[src/rtl/mux_arb_pkg.sv]
// Shared types and helpers for the round-robin mux arbiter.
// Imported by the picker and the top level.
package mux_arb_pkg;

  localparam int REQ_N = 4;
  localparam int SEL_W = 2;

  typedef enum logic {
    IDLE,
    GRANT
  } state_e;

  function automatic logic [REQ_N-1:0] onehot(
    input logic [SEL_W-1:0] s
  );
    logic [REQ_N-1:0] v;
    v = '0;
    v[s] = 1'b1;
    return v;
  endfunction

endpackage

[src/rtl/mux_rr_arbiter_rr_pick.sv]
// Rotating priority encoder: first set req bit after last_ptr wins.
// Purely combinational, wraps from REQ_N-1 back to 0.
module rr_pick
  import mux_arb_pkg::*;
(
  input  logic [REQ_N-1:0] req,
  input  logic [SEL_W-1:0] last_ptr,
  output logic             any,
  output logic [SEL_W-1:0] winner
);

  logic [SEL_W-1:0] idx;

  // Descending scan so the nearest candidate is written last and wins.
  always_comb begin
    any    = 1'b0;
    winner = '0;
    idx    = '0;
    for (int i = REQ_N - 1; i >= 0; i--) begin
      idx = last_ptr + SEL_W'(i + 1);
      if (req[idx]) begin
        any    = 1'b1;
        winner = idx;
      end
    end
  end

endmodule

[src/rtl/mux_rr_arbiter.sv]
// Round-robin arbiter sharing a 4:1 bit mux between four sources,
// with a per-grant beat limit and valid/ready toward the consumer.
module mux_rr_arbiter
  import mux_arb_pkg::*;
#(
  parameter int               HOLD_MAX = 4,
  parameter logic [SEL_W-1:0] IDLE_SEL = 2'b00
) (
  input  logic             clk,
  input  logic             rst_n,
  input  logic [REQ_N-1:0] req,
  input  logic [REQ_N-1:0] data_in,
  input  logic             out_ready,
  output logic [SEL_W-1:0] sel,
  output logic [REQ_N-1:0] grant,
  output logic             out,
  output logic             out_valid,
  output logic             busy
);

  localparam logic [3:0] HOLD_LAST = 4'(HOLD_MAX - 1);

  state_e           state_q, state_d;
  logic [SEL_W-1:0] sel_q, sel_d;
  logic [REQ_N-1:0] grant_q, grant_d;
  logic [SEL_W-1:0] last_ptr_q, last_ptr_d;
  logic [3:0]       beat_cnt_q, beat_cnt_d;

  logic [REQ_N-1:0] pick_req;
  logic [SEL_W-1:0] pick_ptr;
  logic             pick_any;
  logic [SEL_W-1:0] pick_win;
  logic             beat;
  logic             rel;

  assign sel       = sel_q;
  assign grant     = grant_q;
  assign out       = data_in[sel_q];
  assign busy      = (state_q == GRANT);
  assign out_valid = busy && req[sel_q];
  assign beat      = out_valid && out_ready;
  assign rel       = !req[sel_q] ||
                     (beat && beat_cnt_q == HOLD_LAST);

  // While granted, the holder is masked out so others get first chance.
  always_comb begin
    pick_req = req;
    pick_ptr = last_ptr_q;
    if (state_q == GRANT) begin
      pick_req = req & ~grant_q;
      pick_ptr = sel_q;
    end
  end

  rr_pick u_pick (
    .req      (pick_req),
    .last_ptr (pick_ptr),
    .any      (pick_any),
    .winner   (pick_win)
  );

  always_comb begin
    state_d    = state_q;
    sel_d      = sel_q;
    grant_d    = grant_q;
    last_ptr_d = last_ptr_q;
    beat_cnt_d = beat_cnt_q;
    unique case (state_q)
      IDLE: begin
        if (pick_any) begin
          state_d    = GRANT;
          sel_d      = pick_win;
          grant_d    = onehot(pick_win);
          beat_cnt_d = '0;
        end
      end
      GRANT: begin
        if (rel) begin
          last_ptr_d = sel_q;
          beat_cnt_d = '0;
          if (pick_any) begin
            sel_d   = pick_win;
            grant_d = onehot(pick_win);
          end else if (!req[sel_q]) begin
            state_d = IDLE;
            sel_d   = IDLE_SEL;
            grant_d = '0;
          end
        end else if (beat) begin
          beat_cnt_d = beat_cnt_q + 4'd1;
        end
      end
      default: begin
        state_d = IDLE;
        sel_d   = IDLE_SEL;
        grant_d = '0;
      end
    endcase
  end

  always_ff @(posedge clk or negedge rst_n) begin
    if (!rst_n) begin
      state_q    <= IDLE;
      sel_q      <= IDLE_SEL;
      grant_q    <= '0;
      last_ptr_q <= 2'd3;
      beat_cnt_q <= '0;
    end else begin
      state_q    <= state_d;
      sel_q      <= sel_d;
      grant_q    <= grant_d;
      last_ptr_q <= last_ptr_d;
      beat_cnt_q <= beat_cnt_d;
    end
  end

endmodule
[config.mk]
export PLATFORM = sky130hd
export DESIGN_NAME = mux_rr_arbiter
export DESIGN_NICKNAME = d
export VERILOG_FILES = /design/src/rtl/mux_arb_pkg.sv /design/src/rtl/mux_rr_arbiter_rr_pick.sv /design/src/rtl/mux_rr_arbiter.sv
export SDC_FILE = /design/constraint.sdc
export NUM_CORES = 1
export LEC_CHECK = 0
export CORE_UTILIZATION = 40
export DETAILED_ROUTE_END_ITERATION = 16
export GPL_TIMING_DRIVEN = 0
export PLACE_DENSITY = 0.64
export SKIP_CTS_REPAIR_TIMING = 1
export SYNTH_ARGS = -nofsm -noshare
export SYNTH_HDL_FRONTEND = slang
export SYNTH_SLANG_ARGS = --single-unit
[constraint.sdc]
create_clock -name clk -period 1.8 [get_ports clk]
set_input_delay 0.18 -clock clk [delete_from_list [all_inputs] [get_ports clk]]
set_output_delay 0.18 -clock clk [all_outputs]
set_load 0.005 [all_outputs]
# After elaboration in Yosys (flattened, before gate mapping)
# Cells that the tools add are included.
dict set report word_totals {
  register_bits 13
  input_bits 11
  output_inout_bits 9
  wordCells 76
}
dict set report op_classes {
  addsub 4
  magnitude_cmp 7
  eq_ne 5
  n_mux 43
  bitwise 3
  n_reduce_logical 9
}
# cell n
set op_table {}
lappend op_table {{4-bit 2-to-1 mux} 8}
lappend op_table {{2-bit by 3-bit less-than comparator with 1-bit output, second input constant} 6}
lappend op_table {{2-bit 2-to-1 mux} 9}
lappend op_table {{4-bit one-hot mux with 2 select lines} 2}
lappend op_table {{1-bit 2-to-1 mux} 15}
lappend op_table {{1-bit binary-select mux with 2-bit select} 6}
lappend op_table {{2-bit adder, second input constant} 2}
lappend op_table {{4-bit by 1-bit adder with 4-bit output, second input constant} 1}
lappend op_table {{4-bit bitwise AND} 1}
lappend op_table {{4-bit by 2-bit == test with 1-bit output, second input constant} 1}
lappend op_table {{1-bit logical AND} 4}
lappend op_table {{4-bit NOT} 1}
lappend op_table {{2-bit one-hot mux with 2 select lines} 1}
lappend op_table {{2-bit AND reduction} 2}
lappend op_table {{3-bit by 1-bit inequality test with 1-bit output, second input constant} 1}
lappend op_table {{3-bit inequality test, second input constant} 1}
lappend op_table {{3-bit AND reduction} 1}
lappend op_table {{2-bit by 1-bit adder with 2-bit output, second input constant} 1}
lappend op_table {{1-bit demux with 2-bit select} 1}
lappend op_table {{2-bit by 1-bit >= comparator with 1-bit output, second input constant} 1}
lappend op_table {{2-bit by 1-bit inequality test with 1-bit output, second input constant} 1}
lappend op_table {{2-bit inequality test, second input constant} 1}
lappend op_table {{1-bit one-hot mux with 2 select lines} 1}
lappend op_table {{1-bit zero test} 1}
lappend op_table {{other kinds (2)} 2}

# Longest topological paths before layout
# Gate-level depths: netlist (run 1).
dict set report depth {
  ltp_word 16
  depth_mapped 8
  mapped_depth_nobuf 6
}

# Cells and area by module
# From an unflattened synthesis (run 1), not the netlist that was laid out.
dict set report hier_totals {
  cells_unflattened 92
  hier_area_um2 952.2
}
# module instances cells_each area_per_inst_um2
set modules_own_cells {}
lappend modules_own_cells {mux_rr_arbiter 1 78 860.8}
lappend modules_own_cells {rr_pick 1 14 91.3}

# Least setup slack after synthesis (run 1)
# No wires, ideal clock.
dict set report synth_timing {
  path_type {reg-to-reg}
  startpoint {register state_q, in the netlist busy}
  endpoint {register grant_q[0], in the netlist grant[0]}
  arrival_time_ns 1.417
  setup_slack_ns 0.261
  stages_incl_launch_ff 7
  n_path_buf 2
  period_less_slack_ns 1.539
  path_cell_list {dfrtp_1 > buf_6 > buf_8 > a221o_1 > a22oi_2 > a21oi_2 > a32o_1}
}
dict set report synth_between {
  elab_chain_len 14
}
# item line
set synth_lines {}
lappend synth_lines {{start, declared} mux_rr_arbiter.sv:23} ;# state_e state_q, state_d;
lappend synth_lines {{start signal, assigned} mux_rr_arbiter.sv:109} ;# state_q <= state_d;
lappend synth_lines {{2-bit 2-to-1 mux or 4-bit 2-to-1 mux (tied branches)} mux_rr_arbiter.sv:49} ;# if (state_q == GRANT) begin
lappend synth_lines {{2-bit adder or 1-bit binary-select mux with 2-bit select (tied branches)} {mux_rr_arbiter_rr_pick.sv:20, mux_rr_arbiter_rr_pick.sv:21}}
lappend synth_lines {{1-bit binary-select mux with 2-bit select or 1-bit 2-to-1 mux (tied branches)} mux_rr_arbiter_rr_pick.sv:21} ;# if (req[idx]) begin
lappend synth_lines {{1-bit 2-to-1 mux (not written as such) or 2-bit 2-to-1 mux (tied branches)} mux_rr_arbiter_rr_pick.sv:21}
lappend synth_lines {{2-bit 2-to-1 mux (3 in series)} mux_rr_arbiter_rr_pick.sv:21}
lappend synth_lines {{2-bit by 3-bit less-than comparator with 1-bit output (not written as such) or 2-bit by 1-bit >= comparator with 1-bit output (tied branches)} mux_arb_pkg.sv:18} ;# v[s] = 1'b1;
lappend synth_lines {{1-bit logical AND (not written as such)} mux_arb_pkg.sv:18}
lappend synth_lines {{1-bit 2-to-1 mux (not written as such)} mux_arb_pkg.sv:18}
lappend synth_lines {{1-bit demux with 2-bit select} mux_arb_pkg.sv:18}
lappend synth_lines {{4-bit 2-to-1 mux} mux_rr_arbiter.sv:81} ;# if (pick_any) begin
lappend synth_lines {{4-bit 2-to-1 mux} mux_rr_arbiter.sv:78} ;# if (rel) begin
lappend synth_lines {{4-bit one-hot mux with 2 select lines} mux_rr_arbiter.sv:68} ;# unique case (state_q)
lappend synth_lines {{end signal, assigned} mux_rr_arbiter.sv:111} ;# grant_q <= grant_d;
lappend synth_lines {{end, declared} mux_rr_arbiter.sv:25} ;# logic [REQ_N-1:0] grant_q, grant_d;
# Parallel ways exist; a longest one is shown, timed or not. The select of a mux whose other input is x is not followed.
# A chain may end at the register's enable or synchronous reset.

# Worst setup path in the final report (run 1)
dict set report layout_timing {
  startpoint {input port req[1]}
  endpoint {register grant_q[0], in the netlist grant[0]}
}
dict set report layout_between {
  elab_chain_len 15
}
# item line
set layout_lines {}
lappend layout_lines {{start, declared} mux_rr_arbiter.sv:11} ;# input logic [REQ_N-1:0] req,
lappend layout_lines {{4-bit bitwise AND} mux_rr_arbiter.sv:50} ;# pick_req = req & ~grant_q;
lappend layout_lines {{4-bit 2-to-1 mux} mux_rr_arbiter.sv:49}
lappend layout_lines {{1-bit binary-select mux with 2-bit select} mux_rr_arbiter_rr_pick.sv:21}
lappend layout_lines {{1-bit 2-to-1 mux (not written as such)} mux_rr_arbiter_rr_pick.sv:21}
lappend layout_lines {{2-bit 2-to-1 mux (4 in series)} mux_rr_arbiter_rr_pick.sv:21}
lappend layout_lines {{2-bit by 3-bit less-than comparator with 1-bit output (not written as such) or 2-bit by 1-bit >= comparator with 1-bit output (tied branches)} mux_arb_pkg.sv:18}
lappend layout_lines {{1-bit logical AND (not written as such)} mux_arb_pkg.sv:18}
lappend layout_lines {{1-bit 2-to-1 mux (not written as such)} mux_arb_pkg.sv:18}
lappend layout_lines {{1-bit demux with 2-bit select} mux_arb_pkg.sv:18}
lappend layout_lines {{4-bit 2-to-1 mux} mux_rr_arbiter.sv:81}
lappend layout_lines {{4-bit 2-to-1 mux} mux_rr_arbiter.sv:78}
lappend layout_lines {{4-bit one-hot mux with 2 select lines} mux_rr_arbiter.sv:68}
# Parallel ways exist; a longest one is shown, timed or not. The select of a mux whose other input is x is not followed.

==> results of run 1 <==
cells by family after synthesis:
kind of cell | after synthesis | synth area share
AOI/OAI and AO/OA | 27 | 0.241
and+or+nand+nor | 38 | 0.230
DFF | 13 | 0.349
buffers and inverters | 9 | 0.0639
adders and majority gates | 1 | 0.0133
muxes | 8 | 0.103
path summary, 6_finish.rpt:
path / start / end / slack (ns) / depth (start not counted)
max: req[1] / grant[0]$_DFFE_PN0P_ / 0.13 / 6
min: rst_n / grant[3]$_DFFE_PN0P_ / 0.26 / 1
max reg2reg: sel[1]$_DFFE_PN0P_ / grant[2]$_DFFE_PN0P_ / 0.15 / 6
min reg2reg: beat_cnt_q[2]$_DFFE_PN0P_ / beat_cnt_q[2]$_DFFE_PN0P_ / 0.53 / 1
max in group asynchronous: rst_n / busy$_DFF_PN0_ / 1.14 / 1
min in group clk: beat_cnt_q[2]$_DFFE_PN0P_ / beat_cnt_q[2]$_DFFE_PN0P_ / 0.53 / 1
worst register-to-register path, cell delays in order (launching register included):
cell and delay (ns):
dfrtp_1 0.38, buf_4 0.17, mux2i_1 0.33, o211ai_1 0.18, o311ai_2 0.15, nor2_1 0.12
a22o_1 0.22
state kept, by name, indices dropped and copies added, names as in the netlist:
signal	flops
sel	2
last_ptr_q	2
busy	1
beat_cnt_q	4
grant	4
layout make-up:
cell class	count	area, um2	area share
tap	28	35.0	0.0288
sequential	13	328	0.270
multi-input combinational	74	552	0.454
timing repair buffer	21	210	0.173
buffer	4	45.0	0.0371
clock buffer	4	26.3	0.0216
inverter	5	18.8	0.0154
power groups by stage:
| stage | Clock (W) | Sequential, W | Combinational [W] |
|---|---|---|---|
| 6_report | 0.000189 | 0.000516 | 0.00108 |
| 3_3_place_gp | 0 | 0.000512 | 0.00104 |
| 4_1_cts | 0.000189 | 0.000513 | 0.00106 |
| 2_1_floorplan | 0 | 0.000494 | 0.000721 |
| 3_5_place_dp | 0 | 0.000519 | 0.00106 |
| 5_1_grt | 0.000208 | 0.000526 | 0.00119 |
cells in the mapped netlist, types with 2 or more instances:
library cell and count:
dfrtp_1 11, nand2_1 9, nor2_1 6, nand2b_1 5, inv_1 4, mux2i_1 4, nor2b_1 4, o21ai_1 4
nand4_1 3, a21oi_1 2, a22o_1 2, buf_4 2, dfstp_2 2, mux2_1 2, o211ai_1 2, or3_1 2
stage by stage:
stage	hold WS, ns	utilization	cells	setup WS, ns
CTS	0.287	0.538	147	-0.244
finish	0.263	0.549	149	0.125
global route	0.311	0.549	149	0.0337
global placement	0.506	0.527	143	-0.209
detailed placement	0.513	0.527	143	-0.224
floorplan	-0.116	-	96	0.261
metal layers:
metal	share of wire	GRT usage	vias up
li1	-	-	409
met1	0.47	0.254	414
met2	0.48	0.309	24
met3	0.035	0.0303	5
met4	0.016	0.0833	0
met5	0	0	-
==> results.toml, run 1 <==
[run_status]
status = "complete, no violations"

[yosys]
synthTopCellsByArea = "dfrtp_1 29%, dfstp_2 5.6%, mux2i_1 4.3%"
syn-num-nets = 108
netlist_instances = 96
yosysTopAreaCell = "dfrtp_1"
synth_edf_count = 0
synth.cell_area_um2 = 940
synth_top_area_frac = 0.293
async_reset_ff_frac = 1.00
ys_types = 48
synth_ff_type = "dfrtp_1"
syn_avg_cell_area_um2 = 9.79
ys_seq_elements = 13
yosysWarnings = 0
yosysSeqAreaShare = 0.349

[worst_setup_path]
cpLargestDelayFamily = "buffers and inverters"
worstPathCellList = "clkdlybuf4s50_1 > nor4_1 > nor2_1 > o22ai_2 > inv_1 > a32o_1"
worstPathMaxFanout = 8
cpMaxStageDelayCell = "clkdlybuf4s50_1"
worstSetupEndpointType = "register"
cp.buffers_inverters = 2
critPathMaxStageDelay_ns = 0.55
start_kind = "input pin"
critPathArrivalTime_ns = 1.85
required_ns = 1.97
worst-setup-path-type = "input pin to register"

[routing]
wl_per_cell_um = 14.6
vias = 852
detail_route.iter0.violations = 16
wl_um = 2180
drc = 0
viasPerCell = 5.72
ant_nets = 0
firstDrtPassIters = 4

[cells_and_area]
fin_area_um2 = 1210
drive_gt1_frac = 0.190
layout_common_cells = "17 x clkdlybuf4s50_1, 11 x dfrtp_1, 9 x nand2_1"
layout_commonest_cell = "clkdlybuf4s50_1"
antenna_cells_inserted = 0
fin_nets = 134
syn_to_final_growth_pct = 29.3
n_fill_cell = 211

[timing]
worst_pin_slew_ns = 0.597
rsz0062_at_grt = "no"
hold_viol = 0
max_freq_ghz = 0.597
slew_headroom = 0.601
fin_tns_setup_ns = 0
fin_crit_ns = 1.67
drv_slew = 0
skew_ns = 0.00991
fin_crit_sh = 0.930
final-setup-viol-count = 0

[place]
gp_congestion = 0.918
dpl.hpwl_um = 1670
port_buffers = 19
place_area_um2 = 1160

[power_and_ir_drop]
switching_share = 0.397
p_total_w = 0.00179
seqPwrFrac = 0.289
power.leakage_nw = 0.530
p_switching_w = 0.000710
p_clk_frac = 0.106
p_comb_frac = 0.605
internal_power_w = 0.00108
ir_drop_mv = 0.922
power.density_nw_per_um2 = 1470

[cts]
clock_latency_ns = 0.29
cts.reportedPaths.clkPinSlew_ns = 0.09
cts_tree = "done"
clkSinkCount = 13
cts_buffer_depth = 2
cts-htree-levels = 1
root_buffer = "clkbuf_4"
cts_buffers = 3

[worst_hold_path]
hold_class = "input pin to asynchronous set/reset pin"

[global_routing]
grt_start_max_net_pins = 14
grt_usage = 0.192
grt_pass1_wl_um = 3640
grt_pass1_vias = 821
antenna_found_initial = 0
grt-ovfl-total = 0

[die]
die_y_um = 50.5
coreArea_um2 = 2210
row_count = 17
start_util = 0.425
die_x_um = 50.5
boundaryPins = 20
die_area_um2 = 2550

[job]
drv_cap = 0
Note: power is estimated with default switching activity, not from simulation.
==> inputs of run 2 (changes only) <==
--- a/config.mk
+++ b/config.mk
@@ -5,6 +5,7 @@
 export SDC_FILE = /design/constraint.sdc
 export NUM_CORES = 1
 export LEC_CHECK = 0
+export CORE_ASPECT_RATIO = 0.6
 export CORE_UTILIZATION = 40
 export DETAILED_ROUTE_END_ITERATION = 16
 export GPL_TIMING_DRIVEN = 0
==> run 2 against run 1 <==
Net effect:
- combinational power grew 11%
- clock skew shrank 0.0091 ns
- worst setup slack lost 0.092 ns
- sequential share of layout area shrank 1.0 points
- critical path depth grew 1
- total power grew 11%
- register-to-register slack lost 0.09 ns
- hold slack gained 0.077 ns
- cell count grew 2.7%
- routed wire length grew 14%
- first-iteration DRC count grew to 3.3 times the previous value
- via count grew 3.9%
- critical path type unchanged
- largest power group unchanged
- highest routed layer unchanged
==> results.toml, run 2 (same netlist as run 1, synthesis figures left out) <==
[cts]
cts-htree-levels = 1
cts.reportedPaths.clkPinSlew_ns = 0.06
cts_buffer_depth = 2
cts_buffers = 3
cts_tree = "done"
clock_latency_ns = 0.25
root_buffer = "clkbuf_8"
clkSinkCount = 13

[worst_setup_path]
worst-setup-path-type = "input pin to register"
cpMaxStageDelayCell = "clkdlybuf4s50_1"
cp.buffers_inverters = 3
cpLargestDelayFamily = "buffers and inverters"
critPathArrivalTime_ns = 1.90
critPathMaxStageDelay_ns = 0.63
worstSetupEndpointType = "register"
worstPathCellList = "clkdlybuf4s50_1 > mux2i_1 > o22a_2 > buf_4 > o22ai_4 > inv_1 > a32o_1"
start_kind = "input pin"
worstPathMaxFanout = 8
required_ns = 1.94

[cells_and_area]
syn_to_final_growth_pct = 34.4
n_fill_cell = 210
drive_gt1_frac = 0.211
fin_area_um2 = 1260
layout_common_cells = "16 x clkdlybuf4s50_1, 11 x dfrtp_1, 9 x nand2_1"
postLayoutCoreUtil = 0.575
antenna_cells_inserted = 0
instances_no_fill = 153
layout_commonest_cell = "clkdlybuf4s50_1"
fin_nets = 136

[global_routing]
grt_start_max_net_pins = 14
antenna_found_initial = 0
grt-ovfl-total = 0
grt_usage = 0.217
grt_pass1_wl_um = 3820
grt_pass1_vias = 759

[power_and_ir_drop]
power.density_nw_per_um2 = 1570
p_comb_frac = 0.605
p_switching_w = 0.000780
ir_drop_mv = 0.975
power.leakage_nw = 0.559
p_total_w = 0.00198
switching_share = 0.394
seqPwrFrac = 0.261
internal_power_w = 0.00120
p_clk_frac = 0.134

[place]
port_buffers = 19
dp.cells = 145
dpl.hpwl_um = 1840
place_area_um2 = 1170
gp_congestion = 0.843

[timing]
hold_viol = 0
skew_ns = 0.000806
slew_headroom = 0.559
max_freq_ghz = 0.566
fin_crit_ns = 1.77
final-setup-viol-count = 0
worst_pin_slew_ns = 0.660
rsz0062_at_grt = "yes"
drv_slew = 0
fin_tns_setup_ns = 0
fin_crit_sh = 0.981

[routing]
ant_nets = 0
firstDrtPassIters = 4
vias = 885
viasPerCell = 5.78
wl_um = 2480
detail_route.iter0.violations = 52
wl_per_cell_um = 16.2
drc = 0

[die]
coreArea_um2 = 2200
start_util = 0.428
row_count = 13
die_area_um2 = 2550
die_y_um = 39.5
boundaryPins = 20
die_x_um = 64.6

[run_status]
status = "complete, no violations"

[worst_hold_path]
hold_class = "input pin to asynchronous set/reset pin"

[job]
drv_cap = 0
[run 2: path summary, 6_finish.rpt]
check,start,endpoint,slack [ns],depth (start not counted)
max in group asynchronous,rst_n,busy$_DFF_PN0_,1.04,1
worst min register to register,beat_cnt_q[2]$_DFFE_PN0P_,beat_cnt_q[2]$_DFFE_PN0P_,0.52,1
worst min-delay path,rst_n,beat_cnt_q[0]$_DFFE_PN0P_,0.34,1
worst max register to register,sel[1]$_DFFE_PN0P_,grant[0]$_DFFE_PN0P_,0.06,7
min in group clk,beat_cnt_q[2]$_DFFE_PN0P_,beat_cnt_q[2]$_DFFE_PN0P_,0.52,1
worst max-delay path,req[2],grant[0]$_DFFE_PN0P_,0.03,7
[run 2: through the flow]
stage	setup slack [ns]	hold slack, ns
after floorplan	0.261	-0.116
after global placement	-0.225	0.512
after detailed placement	-0.231	0.518
after CTS	-0.248	0.351
after global routing	-0.0326	0.361
final	0.0333	0.340
[run 2: power groups by stage]
stage | clock network, W | registers, W | logic, W
5_1_grt | 0.000287 | 0.000531 | 0.00129
3_3_place_gp | 0 | 0.000513 | 0.00105
3_5_place_dp | 0 | 0.000518 | 0.00108
4_1_cts | 0.000269 | 0.000513 | 0.00109
6_report | 0.000265 | 0.000517 | 0.00120
2_1_floorplan | 0 | 0.000494 | 0.000721
[run 2: worst register-to-register path: cells and delay by family (launching register included)]
kind / cells / cell delay [ns]
flops: 1 / 0.38
mux: 1 / 0.14
buf+inv: 3 / 0.41
compound gates: 3 / 0.72
[run 2: metal layers]
metal | share of wire | GRT usage
met1 | 0.52 | 0.322
met2 | 0.42 | 0.292
met3 | 0.054 | 0.0727
met4 | 0.0097 | 0.0500
met5 | 0 | 0
[run 2: cell type report]
type | count | area (um2) | area share
Clock inverter | 1 | 5.00 | 0.00396
Tap cell | 30 | 37.5 | 0.0297
Multi-Input combinational cell | 74 | 559 | 0.443
Clock buffer | 3 | 41.3 | 0.0327
Sequential cell | 13 | 328 | 0.260
Timing Repair Buffer | 23 | 228 | 0.180
Inverter | 5 | 18.8 | 0.0149
Buffer | 4 | 45.0 | 0.0357
